$ cat config.mk
export PLATFORM = sky130hd
export DESIGN_NAME = down_counter_timer
export DESIGN_NICKNAME = d
export VERILOG_FILES = /design/src/rtl/down_counter_timer.sv
export SDC_FILE = /design/constraint.sdc
export NUM_CORES = 1
export LEC_CHECK = 0
export CAP_MARGIN = 0
export CORE_AREA = 2 2 39 41
export CTS_BUF_LIST = sky130_fd_sc_hd__clkbuf_8 sky130_fd_sc_hd__clkbuf_16
export DETAILED_ROUTE_END_ITERATION = 16
export DIE_AREA = 0 0 41 43
export GPL_TIMING_DRIVEN = 0
export PLACE_DENSITY = 0.63
export SYNTH_ARGS = -nofsm -noshare
export SYNTH_HDL_FRONTEND = slang
export SYNTH_SLANG_ARGS = --single-unit
$ cat constraint.sdc
create_clock -name clk -period 2.35 [get_ports clk]
set_clock_uncertainty 0.2 [all_clocks]
set_input_delay 0.47 -clock clk [delete_from_list [all_inputs] [get_ports clk]]
set_output_delay 0.47 -clock clk [all_outputs]
set_load 0.02 [all_outputs]
$ cat src/rtl/down_counter_timer.sv
// Loadable down-counter/timer with one-cycle expiry pulse.
// Optional periodic mode: define DOWN_COUNTER_AUTO_RELOAD_EN to reload from the last load value on expiry.
//
// state  | meaning
// IDLE   | stopped, count holds, en ignored
// RUN    | decrementing once per enabled edge, busy=1
// EXPIRE | single-cycle expiry, count=0, done=1
module down_counter_timer #(
  parameter int WIDTH = 4
) (
  input  logic             clk,
  input  logic             rst_n,
  input  logic             load,
  input  logic [WIDTH-1:0] load_val,
  input  logic             en,
  output logic [WIDTH-1:0] count,
  output logic             busy,
  output logic             done
);

  typedef enum logic [1:0] {
    IDLE   = 2'd0,
    RUN    = 2'd1,
    EXPIRE = 2'd2
  } state_t;

  state_t           state;
  state_t           state_nxt;
  logic [WIDTH-1:0] count_nxt;

`ifdef DOWN_COUNTER_AUTO_RELOAD_EN
  logic [WIDTH-1:0] reload;

  always_ff @(posedge clk or negedge rst_n) begin
    if (!rst_n) begin
      reload <= '0;
    end else if (load) begin
      reload <= load_val;
    end
  end
`endif

  // load takes priority in every state; a zero load always parks in IDLE without done
  always_comb begin
    state_nxt = state;
    count_nxt = count;
    if (load) begin
      count_nxt = load_val;
      state_nxt = (load_val != '0) ? RUN : IDLE;
    end else begin
      case (state)
        IDLE: begin
          state_nxt = IDLE;
        end
        RUN: begin
          if (en) begin
            count_nxt = count - WIDTH'(1);
            if (count == WIDTH'(1)) begin
              state_nxt = EXPIRE;
            end
          end
        end
        EXPIRE: begin
`ifdef DOWN_COUNTER_AUTO_RELOAD_EN
          if (reload != '0) begin
            count_nxt = reload;
            state_nxt = RUN;
          end else begin
            count_nxt = '0;
            state_nxt = IDLE;
          end
`else
          count_nxt = '0;
          state_nxt = IDLE;
`endif
        end
        default: begin
          count_nxt = '0;
          state_nxt = IDLE;
        end
      endcase
    end
  end

  always_ff @(posedge clk or negedge rst_n) begin
    if (!rst_n) begin
      state <= IDLE;
      count <= '0;
      busy  <= 1'b0;
      done  <= 1'b0;
    end else begin
      state <= state_nxt;
      count <= count_nxt;
      busy  <= (state_nxt == RUN);
      done  <= (state_nxt == EXPIRE);
    end
  end

endmodule

# Yosys cells after proc, flatten, opt, wreduce, memory -nomap -nowiden
# Cells that the tools add are included.
# word_totals
input_bits,8
romBits,0
latch_bits,0
ramBits,0
word_cells,22
regBits,8
memories,0
# op_classes
n_lt_le_gt_ge,0
eq_ne,6
n_bitwise,0
n_div,0
reduce_logical,3
shifts,0
muxes,8
multipliers,0
addsub,1
# ops
cell,count
$mux W2,4
$mux W4,2
$pmux W4 S2,1
$eq A2 B1 Y1 const B,2
$eq A4 B1 Y1 const B,1
$reduce_bool A4 Y1,1
$sub A4 B1 Y4 const B,1
$ne A3 B3 Y1 const B,1
$eq A2 B2 Y1 const B,1
$logic_not A2 Y1,1
$ne A2 B2 Y1 const B,1
$reduce_and A2 Y1,1
$mux W1,1

# Logic depth before layout (Yosys ltp)
# Gate-level depths: netlist of run 1.
# depth
ltp_word,6
depth_mapped,5
mapped_depth_nobuf,5

# Worst setup path after synthesis of run 1
# No wires, ideal clock.
# synth_path
kind,reg2reg
start,register count[0]
end,register count[2]
setup_ns,0.121
arrival_ns,1.132
period_less_slack_ns,1.454
t_required_ns,2.029
slack_ns,0.896
path_stages_with_launch,6
cell_sequence,dfrtp_1 -> inv_1 -> ha_1 -> nand3_1 -> xnor2_1 -> a22o_2
# synth_between
elab_chain_cells,4
# synth_rtl
element,line_no,source
start: declaration,16,"output logic [WIDTH-1:0] count,"
start signal: assignment,93,count <= count_nxt;
$sub A4 B1 Y4,57,count_nxt = count - WIDTH'(1);
$mux W4,56,if (en) begin
$pmux W4 S2,51,case (state)
$mux W4,47,if (load) begin
# Every way passes these cells. The select of a mux whose other input is x is not followed.
# A chain may end at the register's enable or synchronous reset.

# Final worst setup path of run 1
# layout_path
start,register count[2]
end,output count[2]
# No word-level cell between the ends.

==> flow_summary.yaml, run 1 <==
grt:
  grt_pass1_wl_um: 1490
  grt_pass1_vias: 344
  antenna_found_initial: 0
  grt_max_degree: 10
  grt-ovfl-total: 0
  grt_usage: 0.1371
final_layout:
  drive_gt1_frac: 0.1538
  mostFrequentLayoutCells: "clkdlybuf4s50_1, dfrtp_1"
  final_core_util: 0.4250
  stdcell_area_sq_um: 588.1
  final_cells: 68
  syn2layout_area_growth_pct: 44.62
  regArea_sq_um: 200.2
  multiInputGateArea_sq_um: 187.7
  num-nets-final: 64
  insertedDiodeCount: 0
  n_fill_cell: 147
  layout.cells.most_common: "clkdlybuf4s50_1"
timing:
  slew_viol_final: 0
  period_needed_ns: 2.022
  slew_headroom: 0.7304
  rsz0062_at_grt: "false"
  layout_setup_ws_ns: 0.3279
  finalHoldViolCount: 0
  max_freq_ghz: 0.4945
  finalSetupViolCount: 0
  post-route-period-util: 0.8605
  worstMarginPinSlew_ns: 0.3992
  fin_tns_setup_ns: 0
logic_synthesis:
  synthCells: 37
  yosysWarningCount: 0
  ys_types: 17
  syn_nets: 47
  synth_xor_area_frac: 0.04308
  ys_seq_area_frac: 0.4923
  synth_top_family_by_area: "simple AND/OR/NAND/NOR gates"
  synthesis.area_sq_um: 406.6
  synth_mux_area_frac: 0.02462
  syn_avg_cell_area_sq_um: 10.99
  synth_simple_gate_area_frac: 0.1908
  synth_fa_ha_area_frac: 0.06154
  synth-compound-area-share: 0.1415
  ys_ff_latch: 8
floorplan:
  rows: 14
  die_width_um: 41
  die_y_um: 43
  core_area_sq_um: 1384
  start_util: 0.2939
  die_area_sq_um: 1763
  num_io_pins: 14
critical_path:
  arrival_ns: 1.35
  crit_buf_inv: 1
  worstPathCellList: "clkdlybuf4s50_1"
  cpMaxStageDelayCell: "clkdlybuf4s50_1"
  critical_path.max_fanout: 7
  critPathTopFamily: "buffers and inverters"
  path_depth: 1
  cp.required_ns: 1.68
  cp-end-kind: "output port"
  crit_path_start_kind: "register"
  r2r_cells: 5
  slowest_delay_ns: 0.65
  path_class: "reg2out"
drt:
  wire_per_inst_um: 13.41
  vias: 329
  m1WireLength_um: 445
  wl_met2_um: 369
  highest_layer: "met4"
  drt_iter0_drc: 3
  met3_length_um: 45
  wirelength_um: 912
  drc: 0
  drtAntennaViolNets: 0
  viasPerCell: 4.838
  dr.pass1.iters: 2
clock_network:
  cts_tree: "built"
  clk_pin_slew_ns: 0.04
  postCtsResizedCells: 0
  clockBufferDepth: 2
  holdBufCountCts: 0
  cts_setup_buffers: 0
  numCtsBuffers: 3
  ctsRootBufferMaster: "clkbuf_8"
  clk_latency_ns: 0.23
  htree_num_levels: 1
  clock-sinks: 8
power:
  peakVddDrop_uv: 214.4
  p_per_area_nw_per_um2: 735.0
  p_leak_nw: 0.2486
placed_design:
  placed_area_sq_um: 546.8
  place_congestion: 0.7055
  post-place-ws_ns: 0.4372
  port_buffers: 12
  place_inst: 65
  hpwl_um: 681.4
run:
  cap_viol_max_count: 0
outcome:
  outcome: "finished, final reports clean"
worst_hold_path:
  worstHoldPathType: "in2reg"
  holdPathStages: 3
[layer usage]
metal	track usage	up-vias
met2	0.1563	11
met5	0	-
li1	-	169
met3	0.04712	4
met1	0.1759	145
met4	0.1533	0
[synth_stat cells, drive strengths merged]
cell   count  share of area
nand2      3          0.028
o21ai      2          0.025
mux2i      1          0.025
nor2       1         0.0092
nand3      2          0.025
dfrtp      8           0.49
nor3b      1          0.018
or3b       1          0.028
nor3       3          0.037
xnor2      2          0.043
a22o       3          0.074
ha         2          0.062
buf        1          0.028
inv        2          0.018
o41ai      2          0.043
nor4       2          0.031
nand4      1          0.015
[cells by family (layout without fill, tap and decap cells)]
logic type	Yosys count	count (layout)
AND/OR/NAND/NOR	14	14
flip-flops	8	8
AO/OA/AOI/OAI	7	7
buffers and inverters	3	18
adder cells (fa/ha/maj)	2	2
XOR/XNOR	2	2
multiplexers	1	1
[state kept, by name (all words and copies together), names as in the netlist]
signal  cells
busy        1
count       4
state       2
done        1
[final timing paths]
check | start | slack, ns | endpoint
worst max register to register | count[0]$_DFFE_PN0P_ | 0.92 | count[2]$_DFFE_PN0P_
worst min-delay path | load | 0.30 | count[3]$_DFFE_PN0P_
worst max-delay path | count[2]$_DFFE_PN0P_ | 0.33 | count[2]
min in group asynchronous | rst_n | 0.32 | state[0]$_DFF_PN0_
max in group asynchronous | rst_n | 1.36 | count[0]$_DFFE_PN0P_
worst min register to register | count[3]$_DFFE_PN0P_ | 0.34 | done$_DFF_PN0_
[layout make-up]
type | count | share of cell area
buffer | 1 | 0.01915
clock buffer | 3 | 0.07021
inverter | 2 | 0.01277
multi-input combinational | 26 | 0.3191
sequential | 8 | 0.3404
tap | 16 | 0.03404
timing repair buffer | 12 | 0.2043
[per-stage QoR]
step	total power (W)	hold WS (ns)
finish	0.0004322	0.3029
detailed placement	0.0002723	0.3372
global placement	0.0002707	0.3269
floorplan	0.0002243	-0.02559
CTS	0.0004413	0.3011
global route	0.0004615	0.3212
[report_power, final]
group	switching [W]	leakage (nW)	internal [W]
Clock	0.0000520	0.0216	0.000111
Sequential	0.0000184	0.0982	0.000152
Combinational	0.0000452	0.129	0.0000543
Total	0.000116	0.249	0.000317
No activity file was read; power rests on OpenSTA's default activity.
==> run 2, diff against run 1 <==
Settings changed: SLEW_MARGIN set to 20.
==> results of run 2 <==
Same layout as run 1: the final DEF is identical, and so are final timing and power.
==> run 3, diff against run 2 <==
Settings changed: CELL_PAD_IN_SITES_DETAIL_PLACEMENT set to 0, CELL_PAD_IN_SITES_GLOBAL_PLACEMENT set to 1, CTS_BUF_LIST sky130_fd_sc_hd__clkbuf_8 sky130_fd_sc_hd__clkbuf_16 to sky130_fd_sc_hd__clkbuf_8, PLACE_DENSITY 0.63 to 0.77.
==> run 3 against run 2 <==
Combinational power hardly changed. Die area did not move. Core utilization unchanged. Critical path depth did not move.
==> flow_summary.yaml, run 3 (synthesis gave the netlist of run 1 again) <==
power:
  power.total_w: 0.0004364
  p_leak_nw: 0.2486
  peakVddDrop_uv: 370.7
  p_per_area_nw_per_um2: 742.1
clock_network:
  clk_pin_slew_ns: 0.04
  cts_tree: "built"
  htree_num_levels: 1
  ctsRootBufferMaster: "clkbuf_8"
  clock-sinks: 8
  cts_setup_buffers: 0
  clockBufferDepth: 2
  holdBufCountCts: 0
  postCtsResizedCells: 0
  clk_latency_ns: 0.23
  numCtsBuffers: 3
grt:
  antenna_found_initial: 0
  grt-ovfl-total: 0
  grt_pass1_vias: 359
  grt_max_degree: 10
  grt_pass1_wl_um: 1566
  grt_usage: 0.1365
run:
  cap_viol_max_count: 0
final_layout:
  regArea_sq_um: 200.2
  layout.cells.most_common: "clkdlybuf4s50_1"
  insertedDiodeCount: 0
  largest_register_ff_count: 4
  drive_gt1_frac: 0.1538
  top_register: "count"
  multiInputGateArea_sq_um: 187.7
  mostFrequentLayoutCells: "clkdlybuf4s50_1, dfrtp_1"
  num-nets-final: 64
  n_fill_cell: 137
  reg_top3: "count (4), state (2)"
  syn2layout_area_growth_pct: 44.62
critical_path:
  crit_end: "count[2]"
  cp-startpoint: "count[2]$_DFFE_PN0P_"
  reg2reg_to: "count[2]$_DFFE_PN0P_"
  rr_startpoint: "count[0]$_DFFE_PN0P_"
  arrival_ns: 1.37
  r2r_cells: 5
  path_class: "reg2out"
  cpMaxStageDelayCell: "clkdlybuf4s50_1"
  cp.required_ns: 1.68
  crit_path_start_kind: "register"
  path_depth: 1
  slowest_delay_ns: 0.66
  critPathTopFamily: "buffers and inverters"
  cp-end-kind: "output port"
  crit_buf_inv: 1
  worstPathCellList: "clkdlybuf4s50_1"
  critical_path.max_fanout: 7
  r2r_slack_ns: 0.89
timing:
  worstMarginPinSlew_ns: 0.3803
  finalSetupViolCount: 0
  post-route-period-util: 0.8680
  period_needed_ns: 2.040
  rsz0062_at_grt: "false"
  finalHoldViolCount: 0
  max_freq_ghz: 0.4902
  fin_hold_ws_ns: 0.3069
  slew_viol_final: 0
  fin_tns_setup_ns: 0
  slew_headroom: 0.7457
drt:
  drc: 0
  dr.pass1.iters: 4
  wirelength_um: 850
  drt_iter0_drc: 6
  drtAntennaViolNets: 0
  viasPerCell: 5.221
  wire_per_inst_um: 12.50
  vias: 355
placed_design:
  hpwl_um: 668.9
  port_buffers: 12
  place_congestion: 0.6796
floorplan:
  die_width_um: 41
  die_area_sq_um: 1763
  start_util: 0.2939
  core_area_sq_um: 1384
  rows: 14
  num_io_pins: 14
  die_y_um: 43
outcome:
  outcome: "finished, final reports clean"
worst_hold_path:
  worstHoldPathType: "in2reg"
-- run 3: area by class of cell --
class	count	area share
multi-input cells	26	0.3191
flip-flops and latches	8	0.3404
repair buffers	12	0.2043
inverters	2	0.01277
well taps	16	0.03404
clock buffers	3	0.07021
plain buffers	1	0.01915
-- run 3: metal layers --
metal,part of all wire,track usage,vias to the layer above
met1,0.50,0.1809,171
met4,0.022,0.1000,0
met3,0.048,0.04712,2
met5,0,0,-
met2,0.43,0.1750,12
li1,-,-,170
-- run 3: stage by stage --
step / area [sq um] / worst slack [ns] / std cells / utilization
after detailed placement: 546.8 / 0.5014 / 65 / 0.3951
after floorplan: 406.6 / 0.8965 / 37 / -
after CTS: 588.1 / 0.3135 / 68 / 0.4250
after global routing: 588.1 / 0.2556 / 68 / 0.4250
final: 588.1 / 0.3102 / 68 / 0.4250
after global placement: 546.8 / 0.5149 / 65 / 0.3951
-- run 3: power by group --
group	internal (W)	switching, W	leakage (nW)
registers	0.000152	0.0000189	0.0982
clock network	0.000111	0.0000544	0.0216
logic	0.0000545	0.0000461	0.129
-- run 3: worst min-delay path by stage --
stage                    startpoint              endpoint  slack, ns  depth (start not counted)
2_1_floorplan                 rst_n        busy$_DFF_PN0_      -0.03                          0
3_3_place_gp   count[3]$_DFFE_PN0P_    state[1]$_DFF_PN0_       0.33                          1
3_5_place_dp   count[3]$_DFFE_PN0P_    state[1]$_DFF_PN0_       0.34                          1
4_1_cts                        load  count[1]$_DFFE_PN0P_       0.30                          2
5_1_grt                        load  count[1]$_DFFE_PN0P_       0.32                          2
6_report                       load  count[1]$_DFFE_PN0P_       0.31                          2
